===== src/rtl/mux_nto1_reg.sv =====
// Registered N-to-1 word multiplexer with valid/ready handshake and an
// auto-scan (round-robin) mode. Adds one pipeline stage between register
// read and the ALU operand latches.
// Optional feature: define MUX_NTO1_REG_PARITY_EN to add out_par, an even
// parity bit registered alongside out_data.
module mux_nto1_reg #(
    parameter int WIDTH = 16,
    parameter int NIN   = 4,
    parameter int SEL_W = $clog2(NIN)
) (
    input  logic                 clkpos,
    input  logic                 rst_n,
    input  logic [NIN*WIDTH-1:0] in_data,
    input  logic [SEL_W-1:0]     in_sel,
    input  logic                 mode,
    input  logic                 in_valid,
    output logic                 in_ready,
    output logic [WIDTH-1:0]     out_data,
    output logic [SEL_W-1:0]     out_sel,
    output logic                 out_err,
`ifdef MUX_NTO1_REG_PARITY_EN
    output logic                 out_par,
`endif
    output logic                 out_valid,
    input  logic                 out_ready
);

    // Index is legal only when it addresses one of the NIN inputs; with a
    // non-power-of-two NIN the select field can encode unused indices.
    function automatic logic sel_in_range(input logic [SEL_W-1:0] idx);
        return (int'(idx) < NIN);
    endfunction

    // Word lookup; out-of-range indices yield zero.
    function automatic logic [WIDTH-1:0] pick_word(input logic [NIN*WIDTH-1:0] d,
                                                   input logic [SEL_W-1:0]     idx);
        logic [WIDTH-1:0] w;
        w = '0;
        for (int k = 0; k < NIN; k++) begin
            if (idx == SEL_W'(k)) w = d[k*WIDTH +: WIDTH];
        end
        return w;
    endfunction

    // Round-robin successor of the scan pointer, wrapping at NIN-1.
    function automatic logic [SEL_W-1:0] next_scan(input logic [SEL_W-1:0] p);
        if (p == SEL_W'(NIN - 1)) return '0;
        return p + SEL_W'(1);
    endfunction

    logic [WIDTH-1:0] data_p0;
    logic [SEL_W-1:0] sel_p0;
    logic             err_p0;
    logic             vld_p0;
    logic [SEL_W-1:0] scan_ptr;
    logic [SEL_W-1:0] eff;
    logic             accept;

    assign in_ready = !vld_p0 || out_ready;
    assign accept   = in_valid && in_ready;

    // Effective index: explicit select or the round-robin pointer.
    always_comb begin
        eff = in_sel;
        if (mode) eff = scan_ptr;
    end

    // Stage p0: output register, loaded on accept, cleared of valid on drain.
    always_ff @(posedge clkpos or negedge rst_n) begin
        if (!rst_n) begin
            data_p0 <= '0;
            sel_p0  <= '0;
            err_p0  <= 1'b0;
            vld_p0  <= 1'b0;
        end else if (accept) begin
            vld_p0  <= 1'b1;
            sel_p0  <= eff;
            err_p0  <= !sel_in_range(eff);
            data_p0 <= pick_word(in_data, eff);
        end else if (vld_p0 && out_ready) begin
            vld_p0  <= 1'b0;
        end
    end

    // Scan pointer advances only on accepts made in auto-scan mode.
    always_ff @(posedge clkpos or negedge rst_n) begin
        if (!rst_n) begin
            scan_ptr <= '0;
        end else if (accept && mode) begin
            scan_ptr <= next_scan(scan_ptr);
        end
    end

`ifdef MUX_NTO1_REG_PARITY_EN
    logic par_p0;

    // Even parity of the word being loaded; zero data gives zero parity.
    always_ff @(posedge clkpos or negedge rst_n) begin
        if (!rst_n) begin
            par_p0 <= 1'b0;
        end else if (accept) begin
            par_p0 <= ^pick_word(in_data, eff);
        end
    end

    assign out_par = par_p0;
`endif

    assign out_data  = data_p0;
    assign out_sel   = sel_p0;
    assign out_err   = err_p0;
    assign out_valid = vld_p0;

endmodule


===== config.mk =====
export PLATFORM = sky130hd
export DESIGN_NAME = mux_nto1_reg
export DESIGN_NICKNAME = d
export VERILOG_FILES = /design/src/rtl/mux_nto1_reg.sv
export SDC_FILE = /design/constraint.sdc
export NUM_CORES = 1
export LEC_CHECK = 0
export CORE_ASPECT_RATIO = 0.9
export CORE_MARGIN = 4
export CORE_UTILIZATION = 30
export CTS_CLUSTER_DIAMETER = 120
export CTS_CLUSTER_SIZE = 28
export DETAILED_ROUTE_END_ITERATION = 7
export GPL_ROUTABILITY_DRIVEN = 0
export HOLD_SLACK_MARGIN = 0.1
export PLACE_DENSITY = 0.74
export REMOVE_ABC_BUFFERS = 1
export SLEW_MARGIN = 20
export SYNTH_ARGS = -nofsm -noshare
export SYNTH_HDL_FRONTEND = slang
export SYNTH_SLANG_ARGS = --single-unit

===== constraint.sdc =====
create_clock -name clkpos -period 2 [get_ports clkpos]
set_input_delay 0.4 -clock clkpos [delete_from_list [all_inputs] [get_ports clkpos]]
set_output_delay 0.4 -clock clkpos [all_outputs]
set_load 0.1 [all_outputs]

# == Yosys cells after proc, flatten, opt, wreduce, memory -nomap -nowiden ==
# Index checks and enable logic that the tools add are counted.
# word_totals
register_bits,21
input_bits,71
output_inout_bits,21
wordCells,27
# classes
addsub,1
n_eq_ne,4
mux,11
n_reduce_logical,7
# ops
operator,n
16-bit 2-to-1 mux,4
"2-bit == test, second input constant",3
2-bit 2-to-1 mux,3
1-bit 2-to-1 mux,4
1-bit logical AND,3
"2-bit by 1-bit adder with 2-bit output, second input constant",1
"2-bit by 1-bit == test with 1-bit output, second input constant",1
2-bit logical NOT,1
2-bit nonzero test,1
1-bit logical NOT,1
1-bit logical OR,1

# == Longest topological paths before layout ==
# Gate-level depths: netlist (run 1).
# logic_depth
depth_word,6
ltp_mapped,6
ltp_nobuf,4

# == Worst setup path before layout (run 1) ==
# No wires, ideal clock.
# synth_timing
path_type,reg2reg
startpoint,reg vld_p0 (netlist: out_valid)
endpoint,reg scan_ptr[0]
setup_ns,0.125
arrival_ns,2.757
required_time_ns,1.875
setup_slack_ns,-0.882
path_stages_with_launch,6
path_buffers,1
synth_period_minus_slack_ns,2.882
path_cell_list,dfrtp_1 > nand2b_1 > and2_1 > clkbuf_1 > nand2_1 > mux2_2
# synth_via
elab_chain_len,4
# synth_rtl
item,line_no,rtl
"start, declared",54,logic vld_p0;
"start signal, assigned",74,vld_p0 <= 1'b0;
"start signal, assigned",76,vld_p0 <= 1'b1;
"start signal, assigned",81,vld_p0 <= 1'b0;
1-bit logical NOT,59,assign in_ready = !vld_p0 || out_ready;
1-bit logical OR,59,
via in_ready,17,"output logic in_ready,"
1-bit logical AND,60,assign accept = in_valid && in_ready;
1-bit logical AND,89,end else if (accept && mode) begin
"end signal, assigned",90,scan_ptr <= next_scan(scan_ptr);
"end, declared",55,logic [SEL_W-1:0] scan_ptr;
# The timed path passes the listed nets, and every way through them passes these cells.
# A chain may end at the register's enable or synchronous reset.

# == Final worst setup path (run 1) ==
# layout_timing
startpoint,in in_sel[0]
endpoint,reg data_p0[14] (netlist: out_data[14])
# layout_via
elab_chain_len,6
elab_cells_between_ends,9
classes_between,eq/ne: 3; mux: 5; reduce/logical: 1
# layout_rtl
item,line_no,rtl
"start, declared",14,"input logic [SEL_W-1:0] in_sel,"
2-bit 2-to-1 mux (*),65,if (mode) eff = scan_ptr;
2-bit logical NOT,40,if (idx == SEL_W'(k)) w = d[k*WIDTH +: WIDTH];
16-bit 2-to-1 mux (3 in a row),40,
16-bit 2-to-1 mux (*),40,
"end signal, assigned",79,"data_p0 <= pick_word(in_data, eff);"
"end, declared",51,logic [WIDTH-1:0] data_p0;
# Mark *: on every way between the ends. The rest lies on a longest branch, timed or not.

==> tab_implementation.tex, run 1 <==
\begin{tabular}{lr}
\hline
Metric & Value \\
\hline
\multicolumn{2}{l}{\textbf{Status}} \\
Run status & complete, no violations \\
\multicolumn{2}{l}{\textbf{Global route}} \\
Via count of the first global-routing pass & between 1000 and 1500 \\
Global-route usage over all layers & 0.164 \\
Wire length of the first global-routing pass & between 6000 and 7000 um \\
Antenna violations before repair & 0 \\
Maximum number of pins on one net before global-route repair & 22 \\
Remaining Overflow, GRT & 0 \\
\multicolumn{2}{l}{\textbf{Logic synthesis}} \\
Area contributors post-synth & sky130\_fd\_sc\_hd\_\_dfrtp\_1, sky130\_fd\_sc\_hd\_\_mux2\_2, sky130\_fd\_sc\_hd\_\_o22ai\_1 \\
Fraction of the yosys area taken by sequential cells & 0.446 \\
Biggest area consumer among synthesized cells & sky130\_fd\_sc\_hd\_\_dfrtp\_1 \\
Most used standard cells in the synthesized netlist & sky130\_fd\_sc\_hd\_\_o22ai\_1, sky130\_fd\_sc\_hd\_\_dfrtp\_1, sky130\_fd\_sc\_hd\_\_mux2\_2 \\
Count of warnings emitted by yosys & 0 \\
Dominant cell by count in the synthesized netlist & sky130\_fd\_sc\_hd\_\_o22ai\_1 \\
Syn Std Cell Area & around 1200 um\^{}2 \\
Leading register cell type out of synthesis & sky130\_fd\_sc\_hd\_\_dfrtp\_1 \\
Synth top area share & 0.446 \\
Number of standard cells after synthesis & 110 \\
Share of async-settable or async-resettable flops after synthesis & 1.00 \\
Synthesized area divided by synthesized cell count & $\sim$11 um\^{}2 \\
Number of enable-type register cells in the synthesized netlist & 0 \\
Post-synthesis cell type count & 20 \\
Flip-flop and latch count after synthesis & 21 \\
\multicolumn{2}{l}{\textbf{Power}} \\
Total power divided by cell area & roughly 1400 nW/um\^{}2 \\
Static Leak & $\sim$0.92 nW \\
VDD IR-drop max & slightly above 0.9 mV \\
Post-layout total power & 3.05 mW \\
\multicolumn{2}{l}{\textbf{Route}} \\
First DRT Iteration DRCs & 48 \\
Total number of vias & around 1300 \\
Post-detailed-route DRC marker count & 0 \\
Routed length per placed instance & 16.3 um \\
Number of nets still failing antenna checks after routing & 0 \\
Total detailed-routing wirelength & roughly 4200 um \\
Detailed-router iteration count before antenna repair & 4 \\
Vias per std cell & around 5.1 \\
\multicolumn{2}{l}{\textbf{CTS}} \\
Gates resized, CTS repair & 1 \\
Root Driver & sky130\_fd\_sc\_hd\_\_clkbuf\_8 \\
CTS hold repair buffers & 0 \\
Worst-path clk slew & about 80 ps \\
Total clock sinks & 21 \\
Clock tree from TritonCTS & built \\
Number of buffers added by the clock tree synthesis step & 3 \\
Clk Latency, worst-skew pair & around 260 ps \\
Max Root-Sink Buffers & 2 \\
Clock H-tree levels & 1 \\
Postcts setup bufs & 0 \\
\multicolumn{2}{l}{\textbf{Critical path}} \\
Cell type of the slowest stage on the worst timing path & sky130\_fd\_sc\_hd\_\_mux4\_2 \\
Required time of the critical path & 2150 ps \\
Number of cells on the worst reg-to-reg path & 4 \\
Biggest cell delay along the critical path & around 480 ps \\
Reg2Reg Setup Slack & approximately 340 ps \\
Startpoint of the worst-slack reg-to-reg timing path & scan\_ptr[0] \\
Start-to-end type of the worst setup path & in2reg \\
Reg2reg end & out\_data[14] \\
Element type at the critical path end & flip-flop \\
Highest fanout seen on the critical path & 3 \\
Arrival time at the worst endpoint & just under 2000 ps \\
Nature of the critical path startpoint & input port \\
Worst-path cell chain & clkdlybuf4s50\_1 -> mux2i\_2 -> buf\_4 -> mux4\_2 -> mux2\_2 \\
\multicolumn{2}{l}{\textbf{Placement}} \\
Post-detailed-placement cell area & about 2200 um\^{}2 \\
IO buf count & 90 \\
Detail Placement HPWL & roughly 3300 um \\
Pre-CTS setup slack & -316 ps \\
\multicolumn{2}{l}{\textbf{Die}} \\
Placeable core area & 3760 um\^{}2 \\
Die outline height & 67.5 um \\
Initial standard-cell utilization of the core & 0.314 \\
Total die area & between 4000 and 5000 um\^{}2 \\
I/O pin count & 92 \\
Width of the die & about 74 um \\
Num rows & 21 \\
\multicolumn{2}{l}{\textbf{Layout}} \\
Share of final-layout standard cells stronger than drive strength 1 & 0.286 \\
Number of nets in the layout & between 200 and 300 \\
Reg area & between 500 and 600 um\^{}2 \\
Diode insertion count for antenna repair & 0 \\
Fillers & between 300 and 400 \\
Utilization of the core after routing & 0.595 \\
Post-route cell area & around 2200 um\^{}2 \\
Area used by multi-input combinational logic & a little under 600 um\^{}2 \\
Area grow syn2layout & 89.6\% \\
\multicolumn{2}{l}{\textbf{Timing}} \\
Final Max Tran Viols & 0 \\
Worst Slack Setup Final & between 200 and 250 ps \\
Share of the cycle needed by the critical path after routing & 0.895 \\
Setup repair after global routing missed its margin & no \\
Final Skew & 4.34 ps \\
Hold violation count in the final report & 0 \\
Final setup vio count & 0 \\
Worst hold slack across all endpoints & roughly 490 ps \\
Minimum period implied by the final worst setup slack & 1790 ps \\
Highest achievable clock rate & between 0.5 and 0.6 GHz \\
\multicolumn{2}{l}{\textbf{Run}} \\
Max Cap Viol & 0 \\
\multicolumn{2}{l}{\textbf{Min path}} \\
Class of the worst hold path & in2async \\
\hline
\end{tabular}
==> final cells by class <==
| type | count | area share |
|---|---|---|
| clock buffers | 3 | 0.0185 |
| well taps | 46 | 0.0258 |
| inverters | 3 | 0.00504 |
| flip-flops and latches | 21 | 0.235 |
| multi-input cells | 77 | 0.266 |
| clock inverters | 1 | 0.00224 |
| repair buffers | 105 | 0.447 |
==> placed cells by master (no fill, tap or decap), types with 2 or more instances in the layout <==
cell                              instances
sky130_fd_sc_hd__mux4_2                   2
sky130_fd_sc_hd__buf_4                   32
sky130_fd_sc_hd__inv_1                    3
sky130_fd_sc_hd__mux2i_2                  2
sky130_fd_sc_hd__o22ai_1                 28
sky130_fd_sc_hd__clkdlybuf4s50_1         69
sky130_fd_sc_hd__buf_12                   3
sky130_fd_sc_hd__dfrtp_1                 21
sky130_fd_sc_hd__mux2_2                  17
sky130_fd_sc_hd__clkbuf_8                 3
sky130_fd_sc_hd__nor2_1                   3
sky130_fd_sc_hd__a21oi_1                 15
sky130_fd_sc_hd__nand2b_1                 3
==> worst max-delay path: cells and delay by family <==
kind | cells | cell delay, ps
mux | 3 | 950
buf+inv | 2 | 590
==> registers in the layout (all words and copies together) (netlist names) <==
name	flops
out_sel	2
scan_ptr	2
out_data	16
out_valid	1
==> power breakdown <==
part	internal, mW	total (mW)	switching, mW	leakage [nW]
Sequential	0.582	0.684	0.102	0.233
Combinational	0.655	2.08	1.43	0.659
Clock	0.139	0.280	0.141	0.0255
==> layer usage <==
metal  global-route usage  up-vias  routed length [um]
met4               0.0113        0                   0
met5                    0        -                   0
met2                0.305       55                2160
li1                     -      626                   -
met3               0.0461        0                 376
met1                0.194      618                1650
==> worst max-delay path by stage <==
| stage | start | end | slack, ps | cells past startpoint |
|---|---|---|---|---|
| after global placement | mode | out_data[15] | -260 | 5 |
| after detailed placement | mode | out_data[14] | -320 | 5 |
| after global routing | in_sel[0] | out_data[2] | 120 | 8 |
| after CTS | in_sel[0] | out_data[14] | 200 | 5 |
| final | in_sel[0] | out_data[14] | 210 | 5 |
| after floorplan | out_valid | scan_ptr[0] | -1120 | 4 |
==> cell families (layout without fill, tap and decap cells) <==
| family | Yosys count | count (layout) | synth area share |
|---|---|---|---|
| mux | 22 | 22 | 0.232 |
| fa+ha+maj | 1 | 1 | 0.0106 |
| buf+inv | 12 | 112 | 0.0499 |
| compound gates | 44 | 44 | 0.219 |
| flops | 21 | 21 | 0.446 |
| other cells | 1 | 1 | 0.00318 |
| simple gates | 9 | 9 | 0.0393 |
==> per-stage QoR <==
stage	setup TNS [ps]	instances
global route	0	256
CTS	0	256
finish	0	256
detailed placement	-4130	252
global placement	-3260	252
floorplan	-19060	101
No activity file was read; power rests on OpenSTA's default activity.
==> run 2: changes to the inputs <==
CORE_UTILIZATION = 33   (was 30)
PLACE_DENSITY = 0.8   (was 0.74)
==> tab_implementation.tex, run 2 (synthesis gave the netlist of run 1 again) <==
\begin{tabular}{lr}
\hline
Metric & Value \\
\hline
\multicolumn{2}{l}{\textbf{Status}} \\
Run status & complete, no violations \\
\multicolumn{2}{l}{\textbf{Timing}} \\
Minimum period implied by the final worst setup slack & 1730 ps (-60.6 ps) \\
Share of the cycle needed by the critical path after routing & 0.864 (-0.0303) \\
Setup repair after global routing missed its margin & no \\
Highest achievable clock rate & 0.578 GHz (+3.5\%) \\
Hold violation count in the final report & 0 (unchanged) \\
Final setup vio count & 0 (unchanged) \\
TNS Setup & 0 ps (unchanged) \\
Final Skew & 2.54 ps (-1.80 ps) \\
Final Max Tran Viols & 0 (unchanged) \\
Worst hold slack across all endpoints & 474 ps (-18.3 ps) \\
\multicolumn{2}{l}{\textbf{Die}} \\
Width of the die & 71.0 um (-4.2\%) \\
Die outline height & 64.7 um (-4.1\%) \\
I/O pin count & 92 (unchanged) \\
Num rows & 20 (-4.8\%) \\
Total die area & 4590 um\^{}2 (-8.1\%) \\
Initial standard-cell utilization of the core & 0.346 (+0.0326) \\
Placeable core area & 3400 um\^{}2 (-9.4\%) \\
\multicolumn{2}{l}{\textbf{Critical path}} \\
Crit path capture & out\_data[14] \\
Reg2reg end & out\_data[14] \\
Element type at the critical path end & flip-flop \\
Arrival time at the worst endpoint & 1880 ps (-60 ps) \\
Launch point of the worst path & mode \\
Reg2Reg Setup Slack & 420 ps (+80 ps) \\
Number of cells on the worst reg-to-reg path & 3 (-1) \\
Start-to-end type of the worst setup path & in2reg \\
Highest fanout seen on the critical path & 4 (+1) \\
Nature of the critical path startpoint & input port \\
Startpoint of the worst-slack reg-to-reg timing path & scan\_ptr[0] \\
Required time of the critical path & 2150 ps (about the same) \\
\multicolumn{2}{l}{\textbf{Placement}} \\
IO buf count & 90 (unchanged) \\
Detail Placement HPWL & 3310 um (-0.65\%) \\
\multicolumn{2}{l}{\textbf{Layout}} \\
Diode insertion count for antenna repair & 0 (unchanged) \\
Number of nets in the layout & 280 (-1.1\%) \\
Max FFs per register & 16 (unchanged) \\
Commonest cells after routing, fill and taps aside & sky130\_fd\_sc\_hd\_\_clkdlybuf4s50\_1, sky130\_fd\_sc\_hd\_\_buf\_4, sky130\_fd\_sc\_hd\_\_o22ai\_1 \\
Area grow syn2layout & 87.2\% \\
Most common cell after layout, fill and taps aside & sky130\_fd\_sc\_hd\_\_clkdlybuf4s50\_1 \\
Share of final-layout standard cells stronger than drive strength 1 & 0.275 (-0.0104) \\
Fillers & 269 (-16\%) \\
\multicolumn{2}{l}{\textbf{Route}} \\
Total detailed-routing wirelength & 4130 um (-1.4\%) \\
Routed length per placed instance & 16.4 um (+0.60\%) \\
Total number of vias & 1306 (+0.54\%) \\
Detailed-router iteration count before antenna repair & 4 (unchanged) \\
First DRT Iteration DRCs & 52 (+8.3\%) \\
Post-detailed-route DRC marker count & 0 (unchanged) \\
Vias per std cell & 5.20 (+2.5\%) \\
Number of nets still failing antenna checks after routing & 0 (unchanged) \\
\multicolumn{2}{l}{\textbf{Global route}} \\
Wire length of the first global-routing pass & 6700 um (+5.3\%) \\
Antenna violations before repair & 0 (unchanged) \\
Remaining Overflow, GRT & 0 (unchanged) \\
Via count of the first global-routing pass & 1470 (+6.0\%) \\
Global-route usage over all layers & 0.185 (+0.0210) \\
Maximum number of pins on one net before global-route repair & 22 (unchanged) \\
\multicolumn{2}{l}{\textbf{Power}} \\
Net switching power & 1.67 mW (+0.24\%) \\
Post-layout total power & 3.02 mW (-0.71\%) \\
Int Power & 1.35 mW (-1.9\%) \\
Total power divided by cell area & 1370 nW/um\^{}2 (+0.59\%) \\
VDD IR-drop max & 0.905 mV (-2.5\%) \\
Proportion of power drawn by the clock network & 0.092 (about the same) \\
Net switching fraction of the power & 0.554 (+0.00525) \\
Logic gate share of total power & 0.679 (-0.004) \\
Sequential cell fraction of total power & 0.229 (+0.004) \\
Static Leak & 0.900 nW (-2.0\%) \\
\multicolumn{2}{l}{\textbf{CTS}} \\
Clock tree from TritonCTS & built \\
Root Driver & sky130\_fd\_sc\_hd\_\_clkbuf\_8 \\
CTS hold repair buffers & 0 (unchanged) \\
Number of buffers added by the clock tree synthesis step & 3 (unchanged) \\
Total clock sinks & 21 (unchanged) \\
Clk Latency, worst-skew pair & 260 ps (about the same) \\
Clock H-tree levels & 1 (unchanged) \\
Max Root-Sink Buffers & 2 (unchanged) \\
Worst-path clk slew & 80 ps (about the same) \\
\multicolumn{2}{l}{\textbf{Min path}} \\
Class of the worst hold path & in2async \\
\multicolumn{2}{l}{\textbf{Run}} \\
Max Cap Viol & 0 (unchanged) \\
\hline
\end{tabular}
[run 2: cell types whose count changed in the layout (fill, tap and decap cells not counted), sizes merged]
cell and delta:
buf -3
[run 2: layout make-up]
cell class                      instances  area [um^2]  area share
Tap cell                               44         55.1      0.0250
Timing Repair Buffer                  102          965       0.437
Clock inverter                          1         5.00     0.00227
Inverter                                3         11.3     0.00510
Clock buffer                            3         41.3      0.0187
Multi-Input combinational cell         77          603       0.273
Sequential cell                        21          526       0.238
[run 2: what timing repair did]
item                       in CTS  in global routing
buffers inserted                0                  0
resized for setup               2                  0
hold endpoints to repair        0                  0
setup endpoints to repair       5                  0
[run 2: how the worst min path moves through the flow]
stage,cells past startpoint,start,endpoint
after floorplan,0,rst_n,out_data[0]
after global placement,1,out_data[14],out_data[14]
after detailed placement,1,out_data[15],out_data[15]
after CTS,2,rst_n,out_data[4]
after global routing,2,rst_n,out_data[4]
final,2,rst_n,out_data[4]
[run 2: through the flow]
step / util / cells / area, um^2 / setup slack [ps]
2_1_floorplan: - / 101 / 1130 / -1120
3_3_place_gp: 0.632 / 247 / 2150 / -237
3_5_place_dp: 0.632 / 247 / 2150 / -308
4_1_cts: 0.648 / 251 / 2210 / 255
5_1_grt: 0.648 / 251 / 2210 / 133
6_report: 0.648 / 251 / 2210 / 271
[run 2: metal layers]
layer	vias to the layer above	track usage	part of all wire
met2	62	0.325	0.53
met3	10	0.0527	0.075
met4	0	0.0915	0.027
met5	-	0	0
met1	617	0.203	0.37
li1	617	-	-
[run 2: power by group through the flow]
stage	Sequential [mW]	Combinational [mW]	Clock, mW
after floorplan	1.68	0.459	0
after global placement	0.682	2.01	0
after detailed placement	0.693	2.06	0
after CTS	0.690	2.07	0.285
after global routing	0.707	2.15	0.304
final	0.692	2.05	0.280
[run 2: worst max-delay path: stages]
cell and delay, ps:
sky130_fd_sc_hd__dlygate4sd2_1 330, sky130_fd_sc_hd__mux2i_4 340, sky130_fd_sc_hd__mux4_2 530, sky130_fd_sc_hd__mux2_2 270
